**src/rtl/npc_pc_ras_pkg.sv**
```systemverilog
// npc_pc_ras_pkg: next-PC select codes and default reset/exception addresses
package npc_pc_ras_pkg;
    localparam logic [1:0] NPC_order  = 2'd0;
    localparam logic [1:0] NPC_branch = 2'd1;
    localparam logic [1:0] NPC_jump   = 2'd2;
    localparam logic [1:0] NPC_reg    = 2'd3;
    localparam logic [31:0] RESET_PC_DEF = 32'h0000_3000;
    localparam logic [31:0] EXC_VEC_DEF  = 32'h0000_4180;
endpackage

```
**src/rtl/ras_stack.sv**
```systemverilog
// ras_stack: circular return-address stack, push overwrites the oldest entry when full
module ras_stack #(
    parameter int DEPTH = 4,
    parameter int PW    = $clog2(DEPTH)
) (
    input  logic          clk,
    input  logic          reset,
    input  logic          push,
    input  logic          pop,
    input  logic [31:0]   push_data,
    output logic [31:0]   top,
    output logic [PW:0]   count
);
    logic [31:0] mem [DEPTH];
    logic [PW-1:0] tp, base;
    logic eff_pop;
    logic [PW:0] cnt_after;
    always_comb begin
        eff_pop   = pop & (count != '0);
        base      = tp - PW'(eff_pop);
        cnt_after = count - (PW+1)'(eff_pop);
        top       = mem[tp];
    end
    // pop-then-push lands on the popped slot, so a same-cycle call/return replaces the top
    always_ff @(posedge clk) begin
        if (reset) begin
            tp    <= '0;
            count <= '0;
        end else if (push) begin
            tp    <= base + 1'b1;
            count <= (cnt_after == (PW+1)'(DEPTH)) ? cnt_after : cnt_after + 1'b1;
        end else if (eff_pop) begin
            tp    <= base;
            count <= cnt_after;
        end
    end
    always_ff @(posedge clk) begin
        if (!reset && push) mem[base + 1'b1] <= push_data;
    end
endmodule

```
**src/rtl/npc_pc_ras.sv**
```systemverilog
// npc_pc_ras: fetch PC register and next-PC mux with return-address prediction
module npc_pc_ras
    import npc_pc_ras_pkg::*;
#(
    parameter logic [31:0] RESET_PC  = RESET_PC_DEF,
    parameter logic [31:0] EXC_VEC   = EXC_VEC_DEF,
    parameter int          RAS_DEPTH = 4,
    parameter int          RAS_PTR_W = $clog2(RAS_DEPTH)
) (
    input  logic                 clk,
    input  logic                 reset,
    input  logic                 stall,
    input  logic [31:0]          pc_d,
    input  logic [25:0]          imm26,
    input  logic [31:0]          ra,
    input  logic                 ra_ready,
    input  logic [1:0]           npc_op,
    input  logic                 is_call,
    input  logic                 is_ret,
    input  logic                 resolve_valid,
    input  logic [31:0]          resolve_target,
    input  logic                 exc_req,
    input  logic                 eret_req,
    input  logic [31:0]          epc,
    output logic [31:0]          pc_f,
    output logic [31:0]          npc,
    output logic                 ret_pred,
    output logic                 ret_stall,
    output logic                 mispredict,
    output logic [RAS_PTR_W:0]   ras_count
);
    logic [31:0] ras_top, pend_target, target, br_off;
    logic pend_valid, is_reg_ret, ras_empty, accepted;
    always_comb begin
        is_reg_ret = (npc_op == NPC_reg) & is_ret;
        ras_empty  = ras_count == '0;
        br_off     = {{14{imm26[15]}}, imm26[15:0], 2'b00};
        mispredict = !reset & resolve_valid & pend_valid & (resolve_target != pend_target);
        // only one prediction may be in flight; otherwise wait for the forwarded value
        ret_stall  = !reset & is_reg_ret & !ra_ready & (ras_empty | pend_valid);
        ret_pred   = !reset & is_reg_ret & !ra_ready & !ras_empty & !pend_valid;
        accepted   = !reset & !stall & !ret_stall & !exc_req & !mispredict;
        target = (npc_op == NPC_order)  ? pc_f + 32'd4 :
                 (npc_op == NPC_branch) ? pc_d + 32'd4 + br_off :
                 (npc_op == NPC_jump)   ? {pc_d[31:28], imm26, 2'b00} :
                 ret_pred               ? ras_top : ra;
        npc = reset                 ? RESET_PC :
              exc_req               ? EXC_VEC :
              mispredict            ? resolve_target :
              eret_req              ? epc :
              (stall | ret_stall)   ? pc_f : target;
    end
    ras_stack #(.DEPTH(RAS_DEPTH), .PW(RAS_PTR_W)) u_ras (
        .clk       (clk),
        .reset     (reset),
        .push      (accepted & is_call),
        .pop       (accepted & is_reg_ret),
        .push_data (pc_d + 32'd8),
        .top       (ras_top),
        .count     (ras_count)
    );
    always_ff @(posedge clk) begin
        pc_f <= npc;
        if (reset || exc_req || resolve_valid) begin
            pend_valid <= 1'b0;
        end else if (accepted && ret_pred) begin
            pend_valid  <= 1'b1;
            pend_target <= ras_top;
        end
    end
endmodule

```
**config.mk**
```make
export PLATFORM = sky130hd
export DESIGN_NAME = npc_pc_ras
export DESIGN_NICKNAME = d
export VERILOG_FILES = /design/src/rtl/npc_pc_ras_pkg.sv /design/src/rtl/ras_stack.sv /design/src/rtl/npc_pc_ras.sv
export SDC_FILE = /design/constraint.sdc
export NUM_CORES = 1
export LEC_CHECK = 0
export ABC_CLOCK_PERIOD_IN_PS = 13600
export CAP_MARGIN = 20
export CORE_MARGIN = 2
export CORE_UTILIZATION = 57
export CTS_CLUSTER_DIAMETER = 60
export CTS_CLUSTER_SIZE = 40
export DETAILED_ROUTE_END_ITERATION = 7
export PLACE_DENSITY = 0.93
export SLEW_MARGIN = 5
export SYNTH_ARGS = -nofsm -noshare
export SYNTH_HDL_FRONTEND = slang
export SYNTH_SLANG_ARGS = --single-unit
```
**constraint.sdc**
```tcl
create_clock -name clk -period 13.6 [get_ports clk]
set_input_delay 2.72 -clock clk [delete_from_list [all_inputs] [get_ports clk]]
set_output_delay 2.72 -clock clk [all_outputs]
set_load 0.01 [all_outputs]
```
==> impl_metrics.yaml <==
status:
  status: "complete, but fails checks"
  violations: "DRC"
cells_and_area:
  layout_commonest_cell: "clkdlybuf4s50_1"
  layout_common_cells: "clkdlybuf4s50_1 (231), edfxtp_1 (160), nand2_1 (97), a21oi_1 (95), nor2_1 (74)"
  fillCellCount: 1467
  seq_area_sq_um: 5607
  area_growth_syn_to_layout_pct: 25.74
  drive_above_1_share: 0.07788
  final_nets: 1582
  multi_input_area_sq_um: 6319
detailed_routing:
  viasPerCell: 6.620
  route.detailed.drc: 1
  drt_iter0_drc: 1286
  drt_wl_total_microns: 41390
  wl_met2_microns: 18550
  drt-met1-wl_microns: 15910
  drt_first_pass_iters: 8
  ant_nets: 0
  vias: 10844
  detail_route.wl_per_cell_microns: 25.27
  wl_met3_microns: 4936
  top_layer_used: "met4"
job:
  maxCapViolations: 0
timing:
  fmax_ghz: 0.1020
  setup_viol: 0
  finalCriticalPeriod_ps: 9801
  slew-limit-headroom: 0.2984
  worstMarginPinSlew_ps: 1052
  hold_violations: 0
  slew_violations: 0
  final.setup.tns_ps: 0
  fin_skew_ps: 19.30
  setup_slack_ps: 3799
  finalCritPeriodShare: 0.7207
  rsz0062_at_grt: "no"
worst_setup_path:
  worst-setup-path-type: "input pin to primary output"
  worstPathRequired_ps: 10880
  cp-start-kind: "input pin"
  cpMaxStageDelayCell: "clkdlybuf4s50_1"
  path_delay_family: "compound AO/OA/AOI/OAI gates"
  endpoint_kind: "primary output"
  path_max_fanout: 6
  r2r_cells: 11
  r2r-end: "u_ras.mem[0][28]"
  worstPathArrival_ps: 7080
  r2r_start: "pend_target[3]"
  worstPathCellList: "clkdlybuf4s50_1 -> ha_1 -> ha_1 -> inv_1 -> fa_1 -> nand2b_1 -> a21oi_1 -> a211oi_1 -> a21bo_1 -> a2111oi_0 -> or2_1 -> o41ai_1 -> xor2_1 -> a211oi_1 -> clkdlybuf4s50_1"
  rrSetupSlack_ps: 9070
  cp_slowest_stage_delay_ps: 610
  path_buf_inv: 3
power:
  powerDensity_nw_per_um2: 98.95
  clockPowerShare: 0.346
  pwr-share-comb: 0.210
  p_leak_uw: 0.005354
  peakVddDrop_v: 0.00008748
  swShare: 0.3023
  p_switching_uw: 462.2
  p_int_uw: 1067
  p_seq_frac: 0.444
clocking:
  insertion_delay_ps: 460
  hold_buffers: 0
  cts.clk_slew.worst_paths_ps: 90
  clock_sinks: 200
  htreeDepth: 4
  cts_tree: "done"
  cts_setup_buffers: 0
  clockBufferDepth: 2
  cts_resized: 0
  numCtsBuffers: 17
  cts_root_buffer: "clkbuf_16"
yosys:
  synth_top_area_share: 0.3910
  async_flop_share: 0
  synth-edff-count: 160
  ys_seq_elements: 200
  avgSynthCellArea_sq_um: 10.77
  synth_top_cell_by_area: "edfxtp_1"
  syn_area_sq_um: 12290
  synth_cell_types: 73
  ys.flop_type: "edfxtp_1"
  synthCells: 1141
  synth_area_leaders: "edfxtp_1 (39%), mux4_2 (7.0%), ha_1 (6.9%)"
  synth-warning-count: 0
  syn-num-nets: 1375
  yosysSeqAreaShare: 0.4562
grt:
  antenna_found_initial: 2
  grt_max_degree: 78
  grt_overflow: 0
  grt_pass1_wl_microns: 61270
  grt_pass1_vias: 10419
  track_usage: 0.3659
floorplan:
  initial_core_util: 0.5827
  die_area_sq_um: 22750
  die_w_microns: 150.8
  rows: 53
  core-area_sq_um: 21090
  die_height_microns: 150.8
  pin_count: 235
min_path:
  min_to: "u_ras.count[1]"
  hold_path_class: "flip-flop to flip-flop"
  worstHoldStart: "u_ras.count[1]"
  hold_depth: 2
placed_design:
  io_buffers: 234
  place_hpwl_microns: 30390
  gp_congestion: 0.9948
  pre_cts_slack_ps: 3917
-- power by group through the flow --
stage / Sequential [uW] / Clock, uW / Combinational (uW)
finish: 679 / 528 / 322
global route: 680 / 550 / 341
CTS: 678 / 529 / 313
detailed placement: 692 / 0 / 309
global placement: 692 / 0 / 304
floorplan: 691 / 0 / 168
-- logic make-up after synthesis --
group | share of synthesized area
xor+xnor | 0.06486
buf+inv | 0.03146
simple gates | 0.1350
compound gates | 0.1395
mux | 0.1021
fa+ha+maj | 0.07087
flops | 0.4562
-- worst register-to-register path, cell delays in order (launching register included) --
cell and delay (ps):
edfxtp_1 400, xnor2_1 330, nand4_1 220, nor4_1 530
a211oi_4 120, buf_4 360, or3_1 540, inv_2 170
ha_1 200, xor2_1 270, ha_1 190, and2_2 770
-- sequential cells by signal (all words and copies together) (netlist names), named ones only --
name,cells
u_ras.count,3
u_ras.tp,2
pend_target,32
pc_f,32
u_ras.mem,128
pend_valid,1
-- cells in the mapped netlist (all sizes together), types with 34 or more instances --
master,number
o21ai,53
a21oi,95
mux4,38
edfxtp,160
ha,68
xnor2,70
nand3,45
inv,34
clkbuf,42
dfxtp,40
nand2,97
nor2,75
-- cell type report --
cell class,count,share of cell area
repair buffers,248,0.1574
inverters,34,0.008260
diodes,2,0.0003239
flip-flops and latches,200,0.3629
clock buffers,17,0.02753
multi-input cells,847,0.4089
well taps,275,0.02227
clock inverters,15,0.01239
-- how the worst max path moves through the flow --
stage | from | endpoint | slack (ps) | cells past startpoint
floorplan | pc_d[3] | npc[29] | 5440 | 13
detailed placement | pc_d[3] | npc[29] | 3920 | 15
global route | pc_d[3] | npc[29] | 3550 | 15
global placement | pc_d[2] | npc[29] | 4010 | 17
finish | pc_d[3] | npc[29] | 3800 | 15
CTS | pc_d[3] | npc[29] | 3890 | 15
-- metal layers --
layer | up-vias | GRT usage
met5 | - | 0
met4 | 0 | 0.1692
met3 | 133 | 0.06265
met2 | 818 | 0.5643
met1 | 5129 | 0.5100
li1 | 4764 | -
-- metrics by stage --
stage	instance area (sq um)	util	cells	power [uW]	hold WS (ps)
CTS	15440	0.7321	1635	1519	524.0
detailed placement	14820	0.7029	1603	1001	512.6
global route	15450	0.7327	1638	1571	565.8
floorplan	12290	-	1141	858.6	492.9
finish	15450	0.7327	1638	1529	529.8
global placement	14820	0.7029	1603	995.9	505.7
No activity file was read; power rests on OpenSTA's default activity.
